--- config.mk ---
export PLATFORM = sky130hd
export DESIGN_NAME = serial_eq_comparator
export DESIGN_NICKNAME = d
export VERILOG_FILES = /design/src/rtl/serial_eq_comparator.sv
export SDC_FILE = /design/constraint.sdc
export NUM_CORES = 1
export LEC_CHECK = 0
export ABC_CLOCK_PERIOD_IN_PS = 3200
export CAP_MARGIN = 20
export CORE_ASPECT_RATIO = 0.7
export CORE_MARGIN = 2
export CORE_UTILIZATION = 30
export CTS_CLUSTER_DIAMETER = 120
export DETAILED_ROUTE_END_ITERATION = 12
export SKIP_CTS_REPAIR_TIMING = 1
export SLEW_MARGIN = 20
export SYNTH_ARGS = -nofsm -noshare
export SYNTH_HDL_FRONTEND = slang
export SYNTH_SLANG_ARGS = --single-unit
--- constraint.sdc ---
create_clock -name clk -period 3.2 [get_ports clk]
set_input_delay 0.48 -clock clk [delete_from_list [all_inputs] [get_ports clk]]
set_output_delay 0.48 -clock clk [all_outputs]
set_load 0.05 [all_outputs]
--- src/rtl/serial_eq_comparator.sv ---
// Bit-serial unsigned comparator: takes two WIDTH-bit operands MSB first and
// reports eq/gt/lt plus the index of the first differing bit.
module serial_eq_comparator #(
  parameter int unsigned WIDTH = 8,
  localparam int unsigned POS_W = $clog2(WIDTH)
) (
  input  logic             clk,
  input  logic             rst_n,
  input  logic             start,
  input  logic             bit_valid,
  input  logic             a_bit,
  input  logic             b_bit,
  output logic             busy,
  output logic             done,
  output logic             eq,
  output logic             gt,
  output logic             lt,
  output logic [POS_W-1:0] mismatch_pos
);

  localparam logic [1:0] S_IDLE  = 2'd0;
  localparam logic [1:0] S_SHIFT = 2'd1;
  localparam logic [1:0] S_DONE  = 2'd2;

  localparam logic [POS_W-1:0] LAST_CNT = POS_W'(WIDTH - 1);

  logic [1:0]       state_q, state_d;
  logic [POS_W-1:0] cnt_q, cnt_d;
  logic [POS_W-1:0] pos_q, pos_d;
  logic             decided_q, decided_d;
  logic             dir_q, dir_d;
  logic             busy_q, busy_d;
  logic             done_q, done_d;
  logic             eq_q, eq_d;
  logic             gt_q, gt_d;
  logic             lt_q, lt_d;
  logic [POS_W-1:0] mpos_q, mpos_d;
  logic [POS_W-1:0] idx_c;

  assign idx_c = LAST_CNT - cnt_q;

  // Next-state, decision tracking and result load
  always_comb begin
    state_d   = state_q;
    cnt_d     = cnt_q;
    pos_d     = pos_q;
    decided_d = decided_q;
    dir_d     = dir_q;
    eq_d      = eq_q;
    gt_d      = gt_q;
    lt_d      = lt_q;
    mpos_d    = mpos_q;

    if (start) begin
      // start wins in every state; a partial comparison is simply dropped
      state_d   = S_SHIFT;
      cnt_d     = '0;
      pos_d     = '0;
      decided_d = 1'b0;
      dir_d     = 1'b0;
    end else begin
      case (state_q)
        S_IDLE: state_d = S_IDLE;
        S_SHIFT: begin
          if (bit_valid) begin
            cnt_d = cnt_q + POS_W'(1);
            if (!decided_q && (a_bit != b_bit)) begin
              decided_d = 1'b1;
              dir_d     = a_bit;
              pos_d     = idx_c;
            end
            if (cnt_q == LAST_CNT) begin
              state_d = S_DONE;
              cnt_d   = '0;
              eq_d    = ~decided_d;
              gt_d    = decided_d & dir_d;
              lt_d    = decided_d & ~dir_d;
              mpos_d  = decided_d ? pos_d : '0;
            end
          end
        end
        S_DONE:  state_d = S_IDLE;
        default: state_d = S_IDLE;
      endcase
    end

    busy_d = (state_d == S_SHIFT);
    done_d = (state_d == S_DONE);
  end

  always_ff @(posedge clk or negedge rst_n) begin
    if (!rst_n) begin
      state_q   <= S_IDLE;
      cnt_q     <= '0;
      pos_q     <= '0;
      decided_q <= 1'b0;
      dir_q     <= 1'b0;
      busy_q    <= 1'b0;
      done_q    <= 1'b0;
      eq_q      <= 1'b0;
      gt_q      <= 1'b0;
      lt_q      <= 1'b0;
      mpos_q    <= '0;
    end else begin
      state_q   <= state_d;
      cnt_q     <= cnt_d;
      pos_q     <= pos_d;
      decided_q <= decided_d;
      dir_q     <= dir_d;
      busy_q    <= busy_d;
      done_q    <= done_d;
      eq_q      <= eq_d;
      gt_q      <= gt_d;
      lt_q      <= lt_d;
      mpos_q    <= mpos_d;
    end
  end

  assign busy         = busy_q;
  assign done         = done_q;
  assign eq           = eq_q;
  assign gt           = gt_q;
  assign lt           = lt_q;
  assign mismatch_pos = mpos_q;

endmodule

==> flow_metrics.env, run 1 <==
export IMPL_status="completed"
export IMPL_avgSynthCellArea_um2=11.2
export IMPL_crit_family="buffers and inverters"
export IMPL_root_buffer="clkbuf_8"
export IMPL_power_w=0.000473
export IMPL_clk_pin_slew_ns=0.07
export IMPL_setup_violations=0
export IMPL_rows=16
export IMPL_maxCapViolations=0
export IMPL_fmax_ghz=0.527
export IMPL_cts_sinks=18
export IMPL_post_drt_wl_per_cell_um=11.8
export IMPL_vias_per_cell=4.72
export IMPL_overflow=0
export IMPL_die_w_um=68.4
export IMPL_period_share_pct=59.3
export IMPL_max_stage_delay_ns=0.81
export IMPL_power_density_mw_per_mm2=436
export IMPL_hpwl_um=1050
export IMPL_antenna_left=0
export IMPL_syn_nets=86
export IMPL_portBuffers=13
export IMPL_crit_arrival_ns=1.42
export IMPL_antenna_found_initial=0
export IMPL_crit_slowest_cell="clkdlybuf4s50_1"
export IMPL_initial_core_util_pct=31.3
export IMPL_hold_path_depth=1
export IMPL_n_antenna_cell=0
export IMPL_path_depth=1
export IMPL_syn_to_final_growth_pct=24.4
export IMPL_drc=0
export IMPL_final_cell_mix="18 x dfrtp_1, 13 x clkdlybuf4s50_1, 8 x nand2_1"
export IMPL_ys_seq_area_share_pct=51.6
export IMPL_final_common_cell="dfrtp_1"
export IMPL_synth_area_um2=872
export IMPL_clkLatencyLatePin_ns=0.25
export IMPL_rsz0062_at_grt="no"
export IMPL_layout_nets=100
export IMPL_period_needed_ns=1.90
export IMPL_grt_pass1_vias=588
export IMPL_wl_um=1500
export IMPL_ys_ff_latch=18
export IMPL_post_dp_cell_area_mm2=0.00103
export IMPL_num_vias=600
export IMPL_cp_end_kind="output port"
export IMPL_cts_buffers=3
export IMPL_synthCells=78
export IMPL_tightest_slew_ns=0.785
export IMPL_ir_worst_vdd_v=0.000171
export IMPL_path_cells="clkdlybuf4s50_1"
export IMPL_dieArea_mm2=0.00336
export IMPL_max_clock_path_buffers=2
export IMPL_firstDrtPassIters=4
export IMPL_tns_ns=0
export IMPL_core_mm2=0.00278
export IMPL_cts_tree="done"
export IMPL_grt_use_total_pct=10.9
export IMPL_path_buf_inv=1
export IMPL_hold_ws_ns=0.508
export IMPL_fin_skew_ns=0.00536
export IMPL_drive_above_1_share_pct=15.4
export IMPL_htree_levels=1
export IMPL_dr_first_iter_drc_count=8
export IMPL_hold_class="reg -> reg"
export IMPL_slew_headroom_pct=47.5
export IMPL_slew_violations=0
export IMPL_fp_dieH_um=49.1
export IMPL_ios=14
export IMPL_fillers=282
export IMPL_p_leak_nw=0.463
export IMPL_dp_cells=123
export IMPL_path_max_fanout=2
export IMPL_synth_cell_type_count=24
export IMPL_hold_viol_final=0
export IMPL_final_area_mm2=0.00108
export IMPL_stdcell_count=127
export IMPL_start_kind="flop"
export IMPL_gp_congestion=0.721
export IMPL_yosys_warnings=0
export IMPL_required_ns=2.72
export IMPL_grt_start_max_net_pins=19
export IMPL_grt_pass1_wl_um=2660
export IMPL_ff2ff_path_depth=3
export IMPL_criticalPathCategory="reg -> out"
path summary, 6_finish.rpt:
path	slack, ns	start	endpoint
min reg2reg	0.51	mismatch_pos[1]	mismatch_pos[1]
max reg2reg	1.67	state_q[1]	mismatch_pos[0]
min	0.51	mismatch_pos[1]	mismatch_pos[1]
min in group asynchronous	0.68	rst_n	gt
max in group asynchronous	2.03	rst_n	cnt_q[0]
max	1.30	gt	gt
layer usage:
layer  up-vias  track usage [%]  wire length [um]
li1        304                -                 -
met1       285             14.1               773
met2         9             16.0               651
met3         2             3.46                52
met4         0             6.00                27
met5         -                0                 0
power breakdown:
group	total (W)	internal, W	switching [W]	leakage [nW]
Combinational	0.0000455	0.0000207	0.0000247	0.213
Clock	0.000184	0.000109	0.0000746	0.0288
Sequential	0.000244	0.000235	0.00000934	0.221
Total	0.000473	0.000365	0.000109	0.463
cell usage after synthesis:
library cell / instances / area share (%)
a31o_2: 2 / 2.0
mux2i_1: 4 / 4.6
ha_1: 2 / 2.9
nand2_1: 8 / 3.4
nor2_1: 2 / 0.86
or3b_1: 1 / 1.0
dfrtp_1: 18 / 52
nor3_4: 1 / 1.9
o31ai_1: 5 / 4.3
o21ai_0: 4 / 2.3
a21oi_1: 5 / 2.9
and2b_2: 1 / 1.0
clkbuf_1: 2 / 0.86
a31oi_1: 1 / 0.72
or4_1: 3 / 2.6
inv_1: 5 / 2.2
nor3b_1: 2 / 1.7
or3_1: 2 / 1.4
mux2_2: 3 / 3.9
nand3b_4: 1 / 2.3
nand2b_1: 2 / 1.4
o21ba_2: 1 / 1.1
buf_2: 2 / 1.1
xnor2_2: 1 / 1.9
state kept, by name, summed over array words and instances (netlist names):
name          count
eq                1
dir_q             1
cnt_q             3
state_q           2
busy              1
lt                1
mismatch_pos      3
pos_q             3
decided_q         1
done              1
gt                1
logic make-up (layout without fill, tap and decap cells):
family                   after synthesis  count (layout)  synth area share, %
buffers and inverters                  9              22                 4.16
XOR/XNOR                               1               1                 1.87
AO/OA/AOI/OAI                         18              18                 13.3
adder cells (fa/ha/maj)                2               2                 2.87
flip-flops                            18              18                 51.6
AND/OR/NAND/NOR                       23              23                 17.6
multiplexers                           7               7                 8.46
metrics by stage:
stage | util (%) | setup slack, ns
floorplan | - | 1.84
global placement | 37.0 | 1.13
detailed placement | 37.0 | 1.10
CTS | 39.0 | 1.29
global route | 39.0 | 1.26
finish | 39.0 | 1.30
worst reg2reg max path: stages (launching register included):
cell and delay, ns:
dfrtp_1 0.38, nand3b_4 0.26, nor3_4 0.38, mux2_2 0.38
layout make-up:
class | instances | area (um2) | area share [%]
Tap cell | 36 | 45.0 | 4.15
Clock buffer | 4 | 55.1 | 5.07
Multi-Input combinational cell | 51 | 385 | 35.5
Timing Repair Buffer | 13 | 130 | 12.0
Inverter | 5 | 18.8 | 1.73
Sequential cell | 18 | 450 | 41.5
(Power assumes the default switching activity.)
==> inputs of run 2 (changes only) <==
--- a/config.mk
+++ b/config.mk
@@ -5,7 +5,7 @@
 export SDC_FILE = /design/constraint.sdc
 export NUM_CORES = 1
 export LEC_CHECK = 0
-export ABC_CLOCK_PERIOD_IN_PS = 3200
+export ABC_CLOCK_PERIOD_IN_PS = 1980
 export CAP_MARGIN = 20
 export CORE_ASPECT_RATIO = 0.7
 export CORE_MARGIN = 2
==> constraint.sdc (replaced) <==
create_clock -name clk -period 1.98 [get_ports clk]
set_input_delay 0.297 -clock clk [delete_from_list [all_inputs] [get_ports clk]]
set_output_delay 0.297 -clock clk [all_outputs]
set_load 0.05 [all_outputs]
==> flow_metrics.env, run 2 (synthesis gave the netlist of run 1 again) <==
export IMPL_start_kind="flop"
export IMPL_core_mm2=0.00278
export IMPL_initial_core_util_pct=31.3
export IMPL_fmax_ghz=0.580
export IMPL_drive_above_1_share_pct=18.1
export IMPL_rows=16
export IMPL_r2r_start="cnt_q[0]"
export IMPL_crit_family="buffers and inverters"
export IMPL_max_stage_delay_ns=0.81
export IMPL_path_buf_inv=1
export IMPL_overflow=0
export IMPL_path_cells="clkdlybuf4s50_1"
export IMPL_cp_end_kind="output port"
export IMPL_tns_ns=0
export IMPL_cts_sinks=18
export IMPL_internal_power_w=0.000592
export IMPL_criticalPathCategory="reg -> out"
export IMPL_antenna_left=0
export IMPL_firstDrtPassIters=3
export IMPL_cp_startpoint="gt"
export IMPL_vias_per_cell=4.72
export IMPL_cts_buffers=3
export IMPL_die_w_um=68.4
export IMPL_period_needed_ns=1.72
export IMPL_grt_use_total_pct=11.6
export IMPL_clkLatencyLatePin_ns=0.26
export IMPL_dp_cells=126
export IMPL_combPwrFrac_pct=10.1
export IMPL_status="completed"
export IMPL_portBuffers=13
export IMPL_fillers=280
export IMPL_crit_arrival_ns=1.43
export IMPL_syn_to_final_growth_pct=27.0
export IMPL_pwr_share_clk_pct=38.9
export IMPL_p_leak_nw=0.478
export IMPL_power_w=0.000773
export IMPL_dieArea_mm2=0.00336
export IMPL_grt_pass1_wl_um=2790
export IMPL_final_cell_mix="18 x dfrtp_1, 13 x clkdlybuf4s50_1, 8 x nand2_1"
export IMPL_post_drt_wl_per_cell_um=12.4
export IMPL_grt_start_max_net_pins=19
export IMPL_power_share_sequential_pct=51.0
export IMPL_root_buffer="clkbuf_8"
export IMPL_antenna_found_initial=0
export IMPL_tightest_slew_ns=0.507
export IMPL_stdcell_count=130
export IMPL_htree_levels=1
export IMPL_max_clock_path_buffers=2
export IMPL_final_common_cell="dfrtp_1"
export IMPL_setup_violations=0
export IMPL_clk_pin_slew_ns=0.07
export IMPL_hold_class="in -> async"
export IMPL_dr_first_iter_drc_count=42
export IMPL_gp_congestion=0.701
export IMPL_wl_um=1620
export IMPL_fin_skew_ns=0.00487
export IMPL_num_vias=613
export IMPL_ir_worst_vdd_v=0.000312
export IMPL_path_max_fanout=2
export IMPL_maxCapViolations=0
export IMPL_cts_tree="done"
export IMPL_required_ns=1.68
export IMPL_power_density_mw_per_mm2=698
export IMPL_drc=0
export IMPL_crit_slowest_cell="clkdlybuf4s50_1"
export IMPL_grt_pass1_vias=575
export IMPL_slew_headroom_pct=66.1
export IMPL_slew_violations=0
export IMPL_fp_dieH_um=49.1
export IMPL_swShare_pct=23.4
export IMPL_hold_viol_final=0
export IMPL_ios=14
export IMPL_power_switching_w=0.000181
export IMPL_rsz0062_at_grt="no"
export IMPL_period_share_pct=87.1
export IMPL_layout_nets=103
export IMPL_n_antenna_cell=0
## run 2: final timing paths
path                              endpoint  slack (ns)  cells past startpoint
max                                     gt        0.26                      1
min                                     eq        0.37                      2
max reg2reg                       cnt_q[1]        0.49                      4
min reg2reg                mismatch_pos[1]        0.51                      1
max in group asynchronous         cnt_q[2]        1.41                      2
min in group clk           mismatch_pos[1]        0.51                      1
## run 2: metrics by stage
step / hold slack (ns) / util [%] / instance area (um2) / setup slack [ns]
6_report: 0.370 / 39.8 / 1110 / 0.256
3_5_place_dp: 0.501 / 37.8 / 1050 / 0.104
2_1_floorplan: 0.00141 / - / 872 / 0.626
5_1_grt: 0.408 / 39.8 / 1110 / 0.216
4_1_cts: 0.378 / 39.8 / 1110 / 0.239
3_3_place_gp: 0.495 / 37.8 / 1050 / 0.158
## run 2: final cells by class
type	instances	area [um2]	share of cell area (%)
inverter	5	18.8	1.69
tap	36	45.0	4.07
clock buffer	4	55.1	4.97
timing repair buffer	16	153	13.8
sequential	18	450	40.7
multi-input combinational	51	385	34.8
## run 2: layer usage
metal	wire length [um]	GRT usage, %	part of all wire (%)	vias to the layer above
li1	-	-	-	310
met1	763	15.4	47	288
met2	763	17.0	47	10
met3	62	4.16	3.8	5
met4	29	5.00	1.8	0
met5	0	0	0	-
## run 2: power by group through the flow
stage	combinational, W	clock (W)	sequential (W)
2_1_floorplan	0.0000516	0	0.000393
6_report	0.0000780	0.000301	0.000394
3_5_place_dp	0.0000786	0	0.000402
5_1_grt	0.0000892	0.000325	0.000397
4_1_cts	0.0000797	0.000311	0.000394
3_3_place_gp	0.0000759	0	0.000401
